<file path="src/rtl/hazard_fwd_ctrl_if.sv">
// ID-stage hazard/forwarding bundle: decoder-side inputs, register-file and
// stage results in, pipeline-register control and forwarded operands out.
interface hazard_fwd_ctrl_if #(
    parameter int XLEN  = 32,
    parameter int RA_W  = 5,
    parameter int DEPTH = 3,
    parameter int CNT_W = 32
);
    localparam int SEL_W = $clog2(DEPTH + 1);

    logic                    id_valid;
    logic [RA_W-1:0]         id_rs1_addr;
    logic [RA_W-1:0]         id_rs2_addr;
    logic                    id_rs1_used;
    logic                    id_rs2_used;
    logic [RA_W-1:0]         id_rd_addr;
    logic                    id_rf_wen;
    logic                    id_is_load;
    logic [XLEN-1:0]         rf_rs1_data;
    logic [XLEN-1:0]         rf_rs2_data;
    logic [DEPTH*XLEN-1:0]   stage_result;
    logic                    ex_redirect;

    logic                    stall_if;
    logic                    stall_id;
    logic                    flush_id;
    logic                    bubble_ex;
    logic [SEL_W-1:0]        rs1_fwd_sel;
    logic [SEL_W-1:0]        rs2_fwd_sel;
    logic [XLEN-1:0]         rs1_fwd_data;
    logic [XLEN-1:0]         rs2_fwd_data;
    logic [CNT_W-1:0]        stall_count;
    logic [CNT_W-1:0]        flush_count;
    logic [CNT_W-1:0]        retire_count;

    modport master (
        output id_valid, id_rs1_addr, id_rs2_addr, id_rs1_used, id_rs2_used,
               id_rd_addr, id_rf_wen, id_is_load, rf_rs1_data, rf_rs2_data,
               stage_result, ex_redirect,
        input  stall_if, stall_id, flush_id, bubble_ex, rs1_fwd_sel, rs2_fwd_sel,
               rs1_fwd_data, rs2_fwd_data, stall_count, flush_count, retire_count
    );

    modport slave (
        input  id_valid, id_rs1_addr, id_rs2_addr, id_rs1_used, id_rs2_used,
               id_rd_addr, id_rf_wen, id_is_load, rf_rs1_data, rf_rs2_data,
               stage_result, ex_redirect,
        output stall_if, stall_id, flush_id, bubble_ex, rs1_fwd_sel, rs2_fwd_sel,
               rs1_fwd_data, rs2_fwd_data, stall_count, flush_count, retire_count
    );
endinterface

</file>
<file path="src/rtl/hazard_fwd_ctrl.sv">
// Hazard and forwarding controller: shadow scoreboard of in-flight writers
// (slot0=EX .. slot DEPTH-1=WB), operand forward selects, load-use stalls and flushes.
module hazard_fwd_ctrl #(
    parameter int XLEN     = 32,
    parameter int RA_W     = 5,
    parameter int DEPTH    = 3,
    parameter int FWD_EN   = 1,
    parameter int LOAD_LAT = 1,
    parameter int CNT_W    = 32
) (
    input  logic              clk,
    input  logic              reset,
    hazard_fwd_ctrl_if.slave  bus
);
    localparam int SEL_W = $clog2(DEPTH + 1);

    typedef struct packed {
        logic            valid;
        logic [RA_W-1:0] rd;
        logic            wen;
        logic            is_load;
    } slot_t;

    slot_t            slots [DEPTH];
    slot_t            issue;

    logic             rs1_hit, rs1_rdy, rs2_hit, rs2_rdy;
    int               rs1_idx, rs2_idx;
    logic             rs1_haz, rs2_haz, hazard;
    logic [SEL_W-1:0] rs1_sel, rs2_sel;
    logic [XLEN-1:0]  rs1_data, rs2_data;
    logic [CNT_W-1:0] stall_cnt, flush_cnt, retire_cnt;

    function automatic logic slot_match(input slot_t s, input logic used,
                                        input logic [RA_W-1:0] addr);
        return used && s.valid && s.wen && (s.rd == addr) && (addr != '0);
    endfunction

    function automatic logic slot_ready(input slot_t s, input int idx);
        return !s.is_load || (idx >= LOAD_LAT);
    endfunction

    // Scan oldest to youngest so the youngest matching slot overrides.
    always_comb begin
        rs1_hit = 1'b0;
        rs1_rdy = 1'b0;
        rs1_idx = 0;
        rs2_hit = 1'b0;
        rs2_rdy = 1'b0;
        rs2_idx = 0;
        for (int i = DEPTH - 1; i >= 0; i--) begin
            if (slot_match(slots[i], bus.id_rs1_used, bus.id_rs1_addr)) begin
                rs1_hit = 1'b1;
                rs1_rdy = slot_ready(slots[i], i);
                rs1_idx = i;
            end
            if (slot_match(slots[i], bus.id_rs2_used, bus.id_rs2_addr)) begin
                rs2_hit = 1'b1;
                rs2_rdy = slot_ready(slots[i], i);
                rs2_idx = i;
            end
        end
    end

    always_comb begin
        rs1_sel  = '0;
        rs2_sel  = '0;
        rs1_data = bus.rf_rs1_data;
        rs2_data = bus.rf_rs2_data;
        if (FWD_EN != 0) begin
            rs1_haz = rs1_hit && !rs1_rdy;
            rs2_haz = rs2_hit && !rs2_rdy;
            if (rs1_hit && rs1_rdy) begin
                rs1_sel  = SEL_W'(rs1_idx + 1);
                rs1_data = bus.stage_result[rs1_idx*XLEN +: XLEN];
            end
            if (rs2_hit && rs2_rdy) begin
                rs2_sel  = SEL_W'(rs2_idx + 1);
                rs2_data = bus.stage_result[rs2_idx*XLEN +: XLEN];
            end
        end else begin
            // No write-through from WB: even a slot DEPTH-1 match must wait.
            rs1_haz = rs1_hit;
            rs2_haz = rs2_hit;
        end
    end

    // A redirect kills the ID instruction, so it never also stalls.
    assign hazard = bus.id_valid && (rs1_haz || rs2_haz) && !bus.ex_redirect;

    always_comb begin
        issue = '0;
        if (bus.id_valid && !hazard && !bus.ex_redirect) begin
            issue.valid   = 1'b1;
            issue.rd      = bus.id_rd_addr;
            issue.wen     = bus.id_rf_wen;
            issue.is_load = bus.id_is_load;
        end
    end

    always_ff @(posedge clk or negedge reset) begin
        if (!reset) begin
            for (int i = 0; i < DEPTH; i++) begin
                slots[i] <= '0;
            end
        end else begin
            slots[0] <= issue;
            for (int i = 1; i < DEPTH; i++) begin
                slots[i] <= slots[i-1];
            end
        end
    end

    always_ff @(posedge clk or negedge reset) begin
        if (!reset) begin
            stall_cnt  <= '0;
            flush_cnt  <= '0;
            retire_cnt <= '0;
        end else begin
            if (hazard && (stall_cnt != '1)) begin
                stall_cnt <= stall_cnt + 1'b1;
            end
            if (bus.ex_redirect && (flush_cnt != '1)) begin
                flush_cnt <= flush_cnt + 1'b1;
            end
            if (slots[DEPTH-1].valid && (retire_cnt != '1)) begin
                retire_cnt <= retire_cnt + 1'b1;
            end
        end
    end

    assign bus.stall_if     = hazard;
    assign bus.stall_id     = hazard;
    assign bus.flush_id     = bus.ex_redirect;
    assign bus.bubble_ex    = hazard || bus.ex_redirect;
    assign bus.rs1_fwd_sel  = rs1_sel;
    assign bus.rs2_fwd_sel  = rs2_sel;
    assign bus.rs1_fwd_data = rs1_data;
    assign bus.rs2_fwd_data = rs2_data;
    assign bus.stall_count  = stall_cnt;
    assign bus.flush_count  = flush_cnt;
    assign bus.retire_count = retire_cnt;
endmodule

</file>
<file path="src/flat_wrapper.sv">
// flat-port wrapper written by rule: the top's interface ports become plain ports
module hazard_fwd_ctrl_flat 
#(
    parameter int XLEN     = 32,
    parameter int RA_W     = 5,
    parameter int DEPTH    = 3,
    parameter int FWD_EN   = 1,
    parameter int LOAD_LAT = 1,
    parameter int CNT_W    = 32
)
  (clk, reset, bus_id_valid, bus_id_rs1_addr, bus_id_rs2_addr, bus_id_rs1_used, bus_id_rs2_used, bus_id_rd_addr, bus_id_rf_wen, bus_id_is_load, bus_rf_rs1_data, bus_rf_rs2_data, bus_stage_result, bus_ex_redirect, bus_stall_if, bus_stall_id, bus_flush_id, bus_bubble_ex, bus_rs1_fwd_sel, bus_rs2_fwd_sel, bus_rs1_fwd_data, bus_rs2_fwd_data, bus_stall_count, bus_flush_count, bus_retire_count);
  hazard_fwd_ctrl_if #(.XLEN(XLEN), .RA_W(RA_W), .DEPTH(DEPTH), .CNT_W(CNT_W)) bus_i ();
  input  logic clk;
  input  logic reset;
  input wire logic [$bits(bus_i.id_valid)-1:0] bus_id_valid;
  input wire logic [$bits(bus_i.id_rs1_addr)-1:0] bus_id_rs1_addr;
  input wire logic [$bits(bus_i.id_rs2_addr)-1:0] bus_id_rs2_addr;
  input wire logic [$bits(bus_i.id_rs1_used)-1:0] bus_id_rs1_used;
  input wire logic [$bits(bus_i.id_rs2_used)-1:0] bus_id_rs2_used;
  input wire logic [$bits(bus_i.id_rd_addr)-1:0] bus_id_rd_addr;
  input wire logic [$bits(bus_i.id_rf_wen)-1:0] bus_id_rf_wen;
  input wire logic [$bits(bus_i.id_is_load)-1:0] bus_id_is_load;
  input wire logic [$bits(bus_i.rf_rs1_data)-1:0] bus_rf_rs1_data;
  input wire logic [$bits(bus_i.rf_rs2_data)-1:0] bus_rf_rs2_data;
  input wire logic [$bits(bus_i.stage_result)-1:0] bus_stage_result;
  input wire logic [$bits(bus_i.ex_redirect)-1:0] bus_ex_redirect;
  output wire logic [$bits(bus_i.stall_if)-1:0] bus_stall_if;
  output wire logic [$bits(bus_i.stall_id)-1:0] bus_stall_id;
  output wire logic [$bits(bus_i.flush_id)-1:0] bus_flush_id;
  output wire logic [$bits(bus_i.bubble_ex)-1:0] bus_bubble_ex;
  output wire logic [$bits(bus_i.rs1_fwd_sel)-1:0] bus_rs1_fwd_sel;
  output wire logic [$bits(bus_i.rs2_fwd_sel)-1:0] bus_rs2_fwd_sel;
  output wire logic [$bits(bus_i.rs1_fwd_data)-1:0] bus_rs1_fwd_data;
  output wire logic [$bits(bus_i.rs2_fwd_data)-1:0] bus_rs2_fwd_data;
  output wire logic [$bits(bus_i.stall_count)-1:0] bus_stall_count;
  output wire logic [$bits(bus_i.flush_count)-1:0] bus_flush_count;
  output wire logic [$bits(bus_i.retire_count)-1:0] bus_retire_count;
  assign bus_i.id_valid = bus_id_valid;
  assign bus_i.id_rs1_addr = bus_id_rs1_addr;
  assign bus_i.id_rs2_addr = bus_id_rs2_addr;
  assign bus_i.id_rs1_used = bus_id_rs1_used;
  assign bus_i.id_rs2_used = bus_id_rs2_used;
  assign bus_i.id_rd_addr = bus_id_rd_addr;
  assign bus_i.id_rf_wen = bus_id_rf_wen;
  assign bus_i.id_is_load = bus_id_is_load;
  assign bus_i.rf_rs1_data = bus_rf_rs1_data;
  assign bus_i.rf_rs2_data = bus_rf_rs2_data;
  assign bus_i.stage_result = bus_stage_result;
  assign bus_i.ex_redirect = bus_ex_redirect;
  assign bus_stall_if = bus_i.stall_if;
  assign bus_stall_id = bus_i.stall_id;
  assign bus_flush_id = bus_i.flush_id;
  assign bus_bubble_ex = bus_i.bubble_ex;
  assign bus_rs1_fwd_sel = bus_i.rs1_fwd_sel;
  assign bus_rs2_fwd_sel = bus_i.rs2_fwd_sel;
  assign bus_rs1_fwd_data = bus_i.rs1_fwd_data;
  assign bus_rs2_fwd_data = bus_i.rs2_fwd_data;
  assign bus_stall_count = bus_i.stall_count;
  assign bus_flush_count = bus_i.flush_count;
  assign bus_retire_count = bus_i.retire_count;
  hazard_fwd_ctrl #(.XLEN(XLEN), .RA_W(RA_W), .DEPTH(DEPTH), .FWD_EN(FWD_EN), .LOAD_LAT(LOAD_LAT), .CNT_W(CNT_W)) u_core (.clk(clk), .reset(reset), .bus(bus_i));
endmodule
</file>
<file path="config.mk">
export PLATFORM = sky130hd
export DESIGN_NAME = hazard_fwd_ctrl_flat
export DESIGN_NICKNAME = d
export VERILOG_FILES = /design/src/rtl/hazard_fwd_ctrl_if.sv /design/src/rtl/hazard_fwd_ctrl.sv /design/src/flat_wrapper.sv
export SDC_FILE = /design/constraint.sdc
export NUM_CORES = 1
export LEC_CHECK = 0
export CORE_MARGIN = 2
export CORE_UTILIZATION = 42
export CTS_BUF_LIST = sky130_fd_sc_hd__clkbuf_16
export CTS_CLUSTER_SIZE = 14
export DETAILED_ROUTE_END_ITERATION = 10
export PLACE_DENSITY = 0.82
export SETUP_SLACK_MARGIN = 0.02
export SLEW_MARGIN = 20
export SYNTH_ARGS = -nofsm -noshare
export SYNTH_HDL_FRONTEND = slang
export SYNTH_SLANG_ARGS = --single-unit
</file>
<file path="constraint.sdc">
create_clock -name clk -period 4 [get_ports clk]
set_input_delay 1 -clock clk [delete_from_list [all_inputs] [get_ports clk]]
set_output_delay 1 -clock clk [all_outputs]
set_load 0.01 [all_outputs]
</file>
==> After elaboration in Yosys (flattened, before gate mapping) <==
Index checks and enable logic that the tools add are counted.
{ "totals": {"out_inout_bits": 168, "mem_bits_ro": 0, "latchBits": 0, "mem_bits_rw": 0, "ff_bits": 118, "mem_count": 0} }
{ "op_classes": {"n_lt_le_gt_ge": 0, "n_mux": 19, "reduce_logical": 44, "shift": 2, "n_mul": 0, "div": 0, "eq_ne": 9, "bitwise": 0, "n_addsub": 5} }
{ "op_table": {"columns": ["operator", "count"], "rows": [
  ["32-bit by 1-bit adder with 32-bit output, second input constant", 3],
  ["32-bit != test, second input constant", 3],
  ["96-bit by 32-bit indexed part select with 32-bit output", 1],
  ["96-bit by 8-bit indexed part select with 32-bit output", 1],
  ["32-bit two-way mux", 2],
  ["1-bit logical AND", 35],
  ["5-bit == test", 6],
  ["27-bit two-way mux", 1],
  ["2-bit two-way mux", 7],
  ["5-bit nonzero test", 2],
  ["1-bit two-way mux", 8],
  ["8-bit two-way mux", 1],
  ["1-bit zero test", 5],
  ["2-bit by 1-bit adder with 2-bit output, second input constant", 1],
  ["2-bit adder, second input constant", 1],
  ["1-bit logical OR", 2]
]} }

==> Longest topological paths before layout <==
{ "depth": {"depth_word": 16, "ltp_mapped": 8, "depth_no_buf": 7} }

==> Worst setup path after synthesis <==
Ideal clock, no wire load.
{ "synth_timing": {"path_kind": "input -> output", "from": "in bus_id_rs1_addr[0]", "to": "out bus_rs1_fwd_data[10]", "arrival_ns": 2.717, "cell_stages": 7, "path_slack_ns": 0.283, "path_cell_list": "or4_4 o21ai_4 nor4_2 nor4_4 buf_6 a32oi_1 a2bb2oi_1"} }
{ "synth_via": {"elab_chain_len": 8} }
{ "synth_rtl": {"columns": ["element", "line", "source"], "rows": [
  ["start, declared", "flat_wrapper.sv:16", "input wire logic [$bits(bus_i.id_rs1_addr)-1:0] bus_id_rs1_addr;"],
  ["5-bit == test", "hazard_fwd_ctrl.sv:36", "return used && s.valid && s.wen && (s.rd == addr) && (addr != '0);"],
  ["1-bit logical AND (2 in a row)", "hazard_fwd_ctrl.sv:36", null],
  ["2-bit two-way mux / 1-bit two-way mux (equally long branches) (2 in a row)", "hazard_fwd_ctrl.sv:52", "if (slot_match(slots[i], bus.id_rs1_used, bus.id_rs1_addr)) begin"],
  ["27-bit two-way mux / 1-bit two-way mux (equally long branches)", "hazard_fwd_ctrl.sv:52", null],
  ["96-bit by 32-bit indexed part select with 32-bit output / 1-bit logical AND (equally long branches)", "hazard_fwd_ctrl.sv:75, hazard_fwd_ctrl.sv:73", null],
  ["32-bit two-way mux (*)", "hazard_fwd_ctrl.sv:73", "if (rs1_hit && rs1_rdy) begin"],
  ["end, declared", "flat_wrapper.sv:33", "output wire logic [$bits(bus_i.rs1_fwd_data)-1:0] bus_rs1_fwd_data;"]
]} }
Every way passes the cells marked *; elsewhere a longest branch is shown, timed or not.

==> Worst setup path in the final report <==
{ "layout_timing": {"from": "in bus_id_rs1_addr[0]", "to": "out bus_rs1_fwd_data[22]"} }
Same word-level chain as after synthesis.

==> flow_results.xml <==
<?xml version="1.0" encoding="UTF-8"?>
<metrics>
  <group name="outcome">
    <metric name="run_status" unit="">complete, but fails checks</metric>
    <metric name="failed_checks" unit="">negative setup slack</metric>
  </group>
  <group name="pwr">
    <metric name="p_int" unit="W">0.002597</metric>
    <metric name="vdd.ir_drop.worst" unit="V">0.0003150</metric>
    <metric name="seq_power_share" unit="%">37.6</metric>
    <metric name="design_power_total" unit="W">0.003583</metric>
    <metric name="power.switching_fraction" unit="%">27.52</metric>
    <metric name="cellPowerDensity" unit="mW/mm²">273.5</metric>
    <metric name="power_leakage" unit="nW">5.651</metric>
    <metric name="clockPowerShare" unit="%">43.1</metric>
    <metric name="net-switching-power" unit="W">0.0009860</metric>
    <metric name="power.combinational.fraction" unit="%">19.3</metric>
  </group>
  <group name="logic_synthesis">
    <metric name="post_synthesis_compound_gate_area_fraction" unit="%">15.76</metric>
    <metric name="synth.net_count" unit="">947</metric>
    <metric name="yosys.cell_types.count" unit="">61</metric>
    <metric name="yosysTopAreaCellShare" unit="%">39.43</metric>
    <metric name="post_synth.cell_area_avg" unit="µm²">9.840</metric>
    <metric name="yosys_warnings" unit="">0</metric>
    <metric name="synth_xor_area_share" unit="%">13.92</metric>
    <metric name="synthesized_cell_area" unit="mm²">0.007488</metric>
    <metric name="synth_fa_ha_area_share" unit="%">0.5013</metric>
    <metric name="synth_top_family_by_area" unit="">simple AND/OR/NAND/NOR gates</metric>
    <metric name="simple_gate_fraction_of_synth_area" unit="%">18.15</metric>
    <metric name="largest_cells_by_area_after_synthesis" unit="">sky130_fd_sc_hd__dfrtp_1 (39%), sky130_fd_sc_hd__xnor2_1 (10%), sky130_fd_sc_hd__mux2i_1 (8.4%), sky130_fd_sc_hd__a32oi_1 (3.6%), sky130_fd_sc_hd__xor2_1 (3.5%)</metric>
    <metric name="seq_area_frac_synth" unit="%">39.43</metric>
    <metric name="netlist.top_cell.by_area" unit="">sky130_fd_sc_hd__dfrtp_1</metric>
    <metric name="synth_flop_cell" unit="">sky130_fd_sc_hd__dfrtp_1</metric>
    <metric name="post_synth_inst_count" unit="">761</metric>
    <metric name="count_of_flip_flops_with_a_built_in_enable_after_synthesis" unit="">0</metric>
    <metric name="async_reset_ff_share" unit="%">100.0</metric>
    <metric name="synth_mux_area_share" unit="%">8.571</metric>
    <metric name="synth-seq-cells" unit="">118</metric>
  </group>
  <group name="timing">
    <metric name="layout_min_cycle_time" unit="ns">4.215</metric>
    <metric name="whs" unit="ns">0.4125</metric>
    <metric name="final_min_period_over_clock_period" unit="%">105.4</metric>
    <metric name="setup_viol" unit="">33</metric>
    <metric name="actual_slew_at_the_worst_max_slew_pin" unit="ns">0.8686</metric>
    <metric name="worst_clock_skew" unit="ns">0.01043</metric>
    <metric name="finalWorstSetupSlack" unit="ns">-0.2154</metric>
    <metric name="maxSlewViolCount" unit="">0</metric>
    <metric name="max-slew-margin-rel" unit="%">42.09</metric>
    <metric name="timing.final.hold_violations" unit="">0</metric>
    <metric name="max_freq" unit="MHz">237.2</metric>
    <metric name="rsz0062_at_grt" unit="">true</metric>
  </group>
  <group name="critical_path">
    <metric name="critical_path.reg2reg.endpoint" unit="">u_core.bus.stall_count[1]</metric>
    <metric name="timing.reg2reg.setup_slack" unit="ns">1.33</metric>
    <metric name="critPathTopFamily" unit="">simple AND/OR/NAND/NOR gates</metric>
    <metric name="critPathRequiredTime" unit="ns">3.00</metric>
    <metric name="startpoint_type" unit="">input pin</metric>
    <metric name="crit_path_cell_trace" unit="">buf_6 -&gt; or4_4 -&gt; o21ai_4 -&gt; nor4_4 -&gt; nor4_4 -&gt; buf_4 -&gt; clkbuf_16 -&gt; buf_8 -&gt; buf_6 -&gt; a32oi_2 -&gt; a2bb2oi_2 -&gt; buf_2</metric>
    <metric name="timing.critical_path.slowest_cell_delay" unit="ns">0.57</metric>
    <metric name="r2r_cells" unit="">9</metric>
    <metric name="largest_driver_fanout_on_the_critical_path" unit="">7</metric>
    <metric name="cp_data_arrival_time" unit="ns">3.22</metric>
    <metric name="critical_path_class" unit="">input pin to primary output</metric>
    <metric name="crit_slowest_cell" unit="">sky130_fd_sc_hd__or4_4</metric>
    <metric name="r2r-start" unit="">u_core.slots[22]</metric>
    <metric name="cp.buffers_inverters" unit="">6</metric>
    <metric name="critical_path_sink_type" unit="">primary output</metric>
  </group>
  <group name="floorplan">
    <metric name="die_footprint" unit="mm²">0.01891</metric>
    <metric name="core_region_area" unit="mm²">0.01736</metric>
    <metric name="floorplan.initialDensity" unit="%">43.14</metric>
    <metric name="rows" unit="">48</metric>
    <metric name="chipHeight" unit="µm">137.5</metric>
    <metric name="ios" unit="">351</metric>
    <metric name="floorplan.die.width" unit="µm">137.5</metric>
  </group>
  <group name="final_layout">
    <metric name="finish.instance_area" unit="mm²">0.01310</metric>
    <metric name="final_nets" unit="">1389</metric>
    <metric name="antenna_diode_count" unit="">0</metric>
    <metric name="stdcell_count" unit="">1441</metric>
    <metric name="layout_cell_share_with_drive_strength_beyond_1" unit="%">25.16</metric>
    <metric name="flow.area_growth_from_synthesis" unit="%">74.92</metric>
    <metric name="fillers" unit="">1189</metric>
  </group>
  <group name="route">
    <metric name="antenna_left" unit="">0</metric>
    <metric name="drc_errors" unit="">0</metric>
    <metric name="detail_route.wirelength" unit="mm">32.47</metric>
    <metric name="wl_per_cell" unit="µm">22.53</metric>
    <metric name="drt-initial-drc-count" unit="">529</metric>
    <metric name="detailroute.via_count" unit="">8368</metric>
    <metric name="firstDrtPassIters" unit="">5</metric>
    <metric name="vias_per_cell" unit="">5.807</metric>
  </group>
  <group name="clock_network">
    <metric name="num_cts_buffers" unit="">17</metric>
    <metric name="cts.sinks" unit="">118</metric>
    <metric name="htree_num_levels" unit="">4</metric>
    <metric name="cts-root-buf" unit="">sky130_fd_sc_hd__clkbuf_16</metric>
    <metric name="clk-insertion-delay-late" unit="ns">0.42</metric>
    <metric name="clock_path_buffers" unit="">2</metric>
    <metric name="cts-hold-fix-buffers" unit="">0</metric>
    <metric name="cts.reportedPaths.clkPinSlew" unit="ns">0.05</metric>
    <metric name="cts_tree" unit="">done</metric>
  </group>
  <group name="hold_path">
    <metric name="hold-path-cell-count" unit="">0</metric>
    <metric name="worstHoldEndpoint" unit="">u_core.slots[1]</metric>
    <metric name="hold_path.class" unit="">flip-flop to flip-flop</metric>
    <metric name="hp-start" unit="">u_core.slots[9]</metric>
  </group>
  <group name="global_route">
    <metric name="globalRouteOverflowTotal" unit="">0</metric>
    <metric name="wire_length_of_the_first_global_routing_pass" unit="mm">46.59</metric>
    <metric name="grt_usage" unit="%">32.51</metric>
    <metric name="first_global_vias" unit="">8399</metric>
    <metric name="initial_antenna_violation_count" unit="">0</metric>
    <metric name="grt_start_max_net_pins" unit="">69</metric>
  </group>
  <group name="place">
    <metric name="port_buffer_count" unit="">350</metric>
    <metric name="routability_congestion_estimate" unit="">0.9301</metric>
    <metric name="post_dp_cell_area" unit="mm²">0.01173</metric>
    <metric name="pre_cts_ws" unit="ns">-0.8874</metric>
    <metric name="placed_cells" unit="">1361</metric>
    <metric name="hpwl" unit="mm">21.74</metric>
  </group>
  <group name="job">
    <metric name="maxCapViolCount" unit="">0</metric>
  </group>
</metrics>
cell families after synthesis:
family,after synthesis
compound gates,154
fa+ha+maj,3
buf+inv,53
flops,118
xor+xnor,119
mux,64
simple gates,250
stage by stage:
step / util (%) / setup TNS (ns)
after floorplan: - / 0
after global placement: 67.58 / -43.60
after detailed placement: 67.58 / -46.34
after CTS: 74.50 / -3.961
after global routing: 75.47 / -5.081
final: 75.47 / -3.208
how the worst max path moves through the flow:
stage	startpoint	to	cells past startpoint
3_5_place_dp	bus_id_rs1_addr[3]	bus_rs1_fwd_data[21]	9
4_1_cts	bus_id_rs1_addr[1]	bus_rs1_fwd_data[30]	11
5_1_grt	bus_id_rs1_addr[0]	bus_rs1_fwd_data[22]	12
2_1_floorplan	bus_id_rs1_addr[0]	bus_rs1_fwd_data[10]	7
6_report	bus_id_rs1_addr[0]	bus_rs1_fwd_data[22]	12
3_3_place_gp	bus_id_rs1_addr[3]	bus_rs1_fwd_data[21]	9
routing by layer:
| layer | routed length, µm | track usage, % |
|---|---|---|
| met3 | 3338 | 13.10 |
| met5 | 0 | 0.8333 |
| met1 | 12560 | 38.38 |
| met4 | 1086 | 15.01 |
| met2 | 15480 | 51.77 |
area by class of cell:
type                    count  area, µm²  area share, %
repair buffers            462       4501          34.36
multi-input cells         590       4715          35.99
inverters                  14      52.55         0.4012
well taps                 225      281.5          2.149
clock buffers              17      425.4          3.248
flip-flops and latches    118       2953          22.54
clock inverters            15      171.4          1.309
repair_timing:
item                       in CTS  in global routing
cloned                          8                  2
setup endpoints to repair      71                 65
buffers inserted               37                  9
pin swaps                      47                 29
resized for setup             387                 66
state kept, by name, indices dropped and copies added (netlist names):
name and count:
u_core.bus.flush_count 32, u_core.bus.retire_count 32, u_core.bus.stall_count 32, u_core.slots 22
synthesized netlist by cell type, types with 3 or more instances:
master                        n
sky130_fd_sc_hd__a21oi_1      4
sky130_fd_sc_hd__buf_4        9
sky130_fd_sc_hd__nor2_1      39
sky130_fd_sc_hd__nor4_1       3
sky130_fd_sc_hd__xor2_1      30
sky130_fd_sc_hd__a32oi_1     31
sky130_fd_sc_hd__and2_1      15
sky130_fd_sc_hd__mux2i_1     63
sky130_fd_sc_hd__clkbuf_1    15
sky130_fd_sc_hd__nand4b_1     3
sky130_fd_sc_hd__inv_1       14
sky130_fd_sc_hd__or3_1        6
sky130_fd_sc_hd__buf_2       10
sky130_fd_sc_hd__nand3_1     39
sky130_fd_sc_hd__o21ai_0     33
sky130_fd_sc_hd__a31oi_1      3
sky130_fd_sc_hd__nand2_1     54
sky130_fd_sc_hd__or4_1        4
sky130_fd_sc_hd__nor3_1      15
sky130_fd_sc_hd__and4_1      10
sky130_fd_sc_hd__o22ai_1     31
sky130_fd_sc_hd__buf_6        4
sky130_fd_sc_hd__nor3b_1      3
sky130_fd_sc_hd__nand4_1     33
sky130_fd_sc_hd__ha_1         3
sky130_fd_sc_hd__dfrtp_1    118
sky130_fd_sc_hd__and3_1      12
sky130_fd_sc_hd__a2bb2oi_2    4
sky130_fd_sc_hd__xnor2_1     89
sky130_fd_sc_hd__a2bb2oi_1   27
power groups by stage:
stage                     combinational [W]  clock, W  sequential (W)
final                              0.000692   0.00155         0.00135
after floorplan                    0.000186         0         0.00137
after global placement             0.000671         0         0.00136
after CTS                          0.000674   0.00156         0.00134
after global routing               0.000731   0.00162         0.00135
after detailed placement           0.000686         0         0.00136
cell usage in the layout, fill, tap and decap left out, types with 16 or more instances in the layout:
master | synthesis | routed
sky130_fd_sc_hd__a32oi_2 | 0 | 16
sky130_fd_sc_hd__dfrtp_1 | 118 | 118
sky130_fd_sc_hd__a2bb2oi_2 | 4 | 21
sky130_fd_sc_hd__xor2_1 | 30 | 30
sky130_fd_sc_hd__nand4_1 | 33 | 33
sky130_fd_sc_hd__clkdlybuf4s50_1 | 0 | 266
sky130_fd_sc_hd__nand2_1 | 54 | 53
sky130_fd_sc_hd__nor2_1 | 39 | 34
sky130_fd_sc_hd__mux2i_1 | 63 | 59
sky130_fd_sc_hd__o21ai_0 | 33 | 28
sky130_fd_sc_hd__clkbuf_16 | 0 | 20
sky130_fd_sc_hd__buf_6 | 4 | 28
sky130_fd_sc_hd__buf_4 | 9 | 66
sky130_fd_sc_hd__xnor2_1 | 89 | 86
sky130_fd_sc_hd__nand3_1 | 39 | 39
sky130_fd_sc_hd__buf_12 | 0 | 18
sky130_fd_sc_hd__o22ai_1 | 31 | 24
sky130_fd_sc_hd__buf_2 | 10 | 58
No activity file was read; power rests on OpenSTA's default activity.
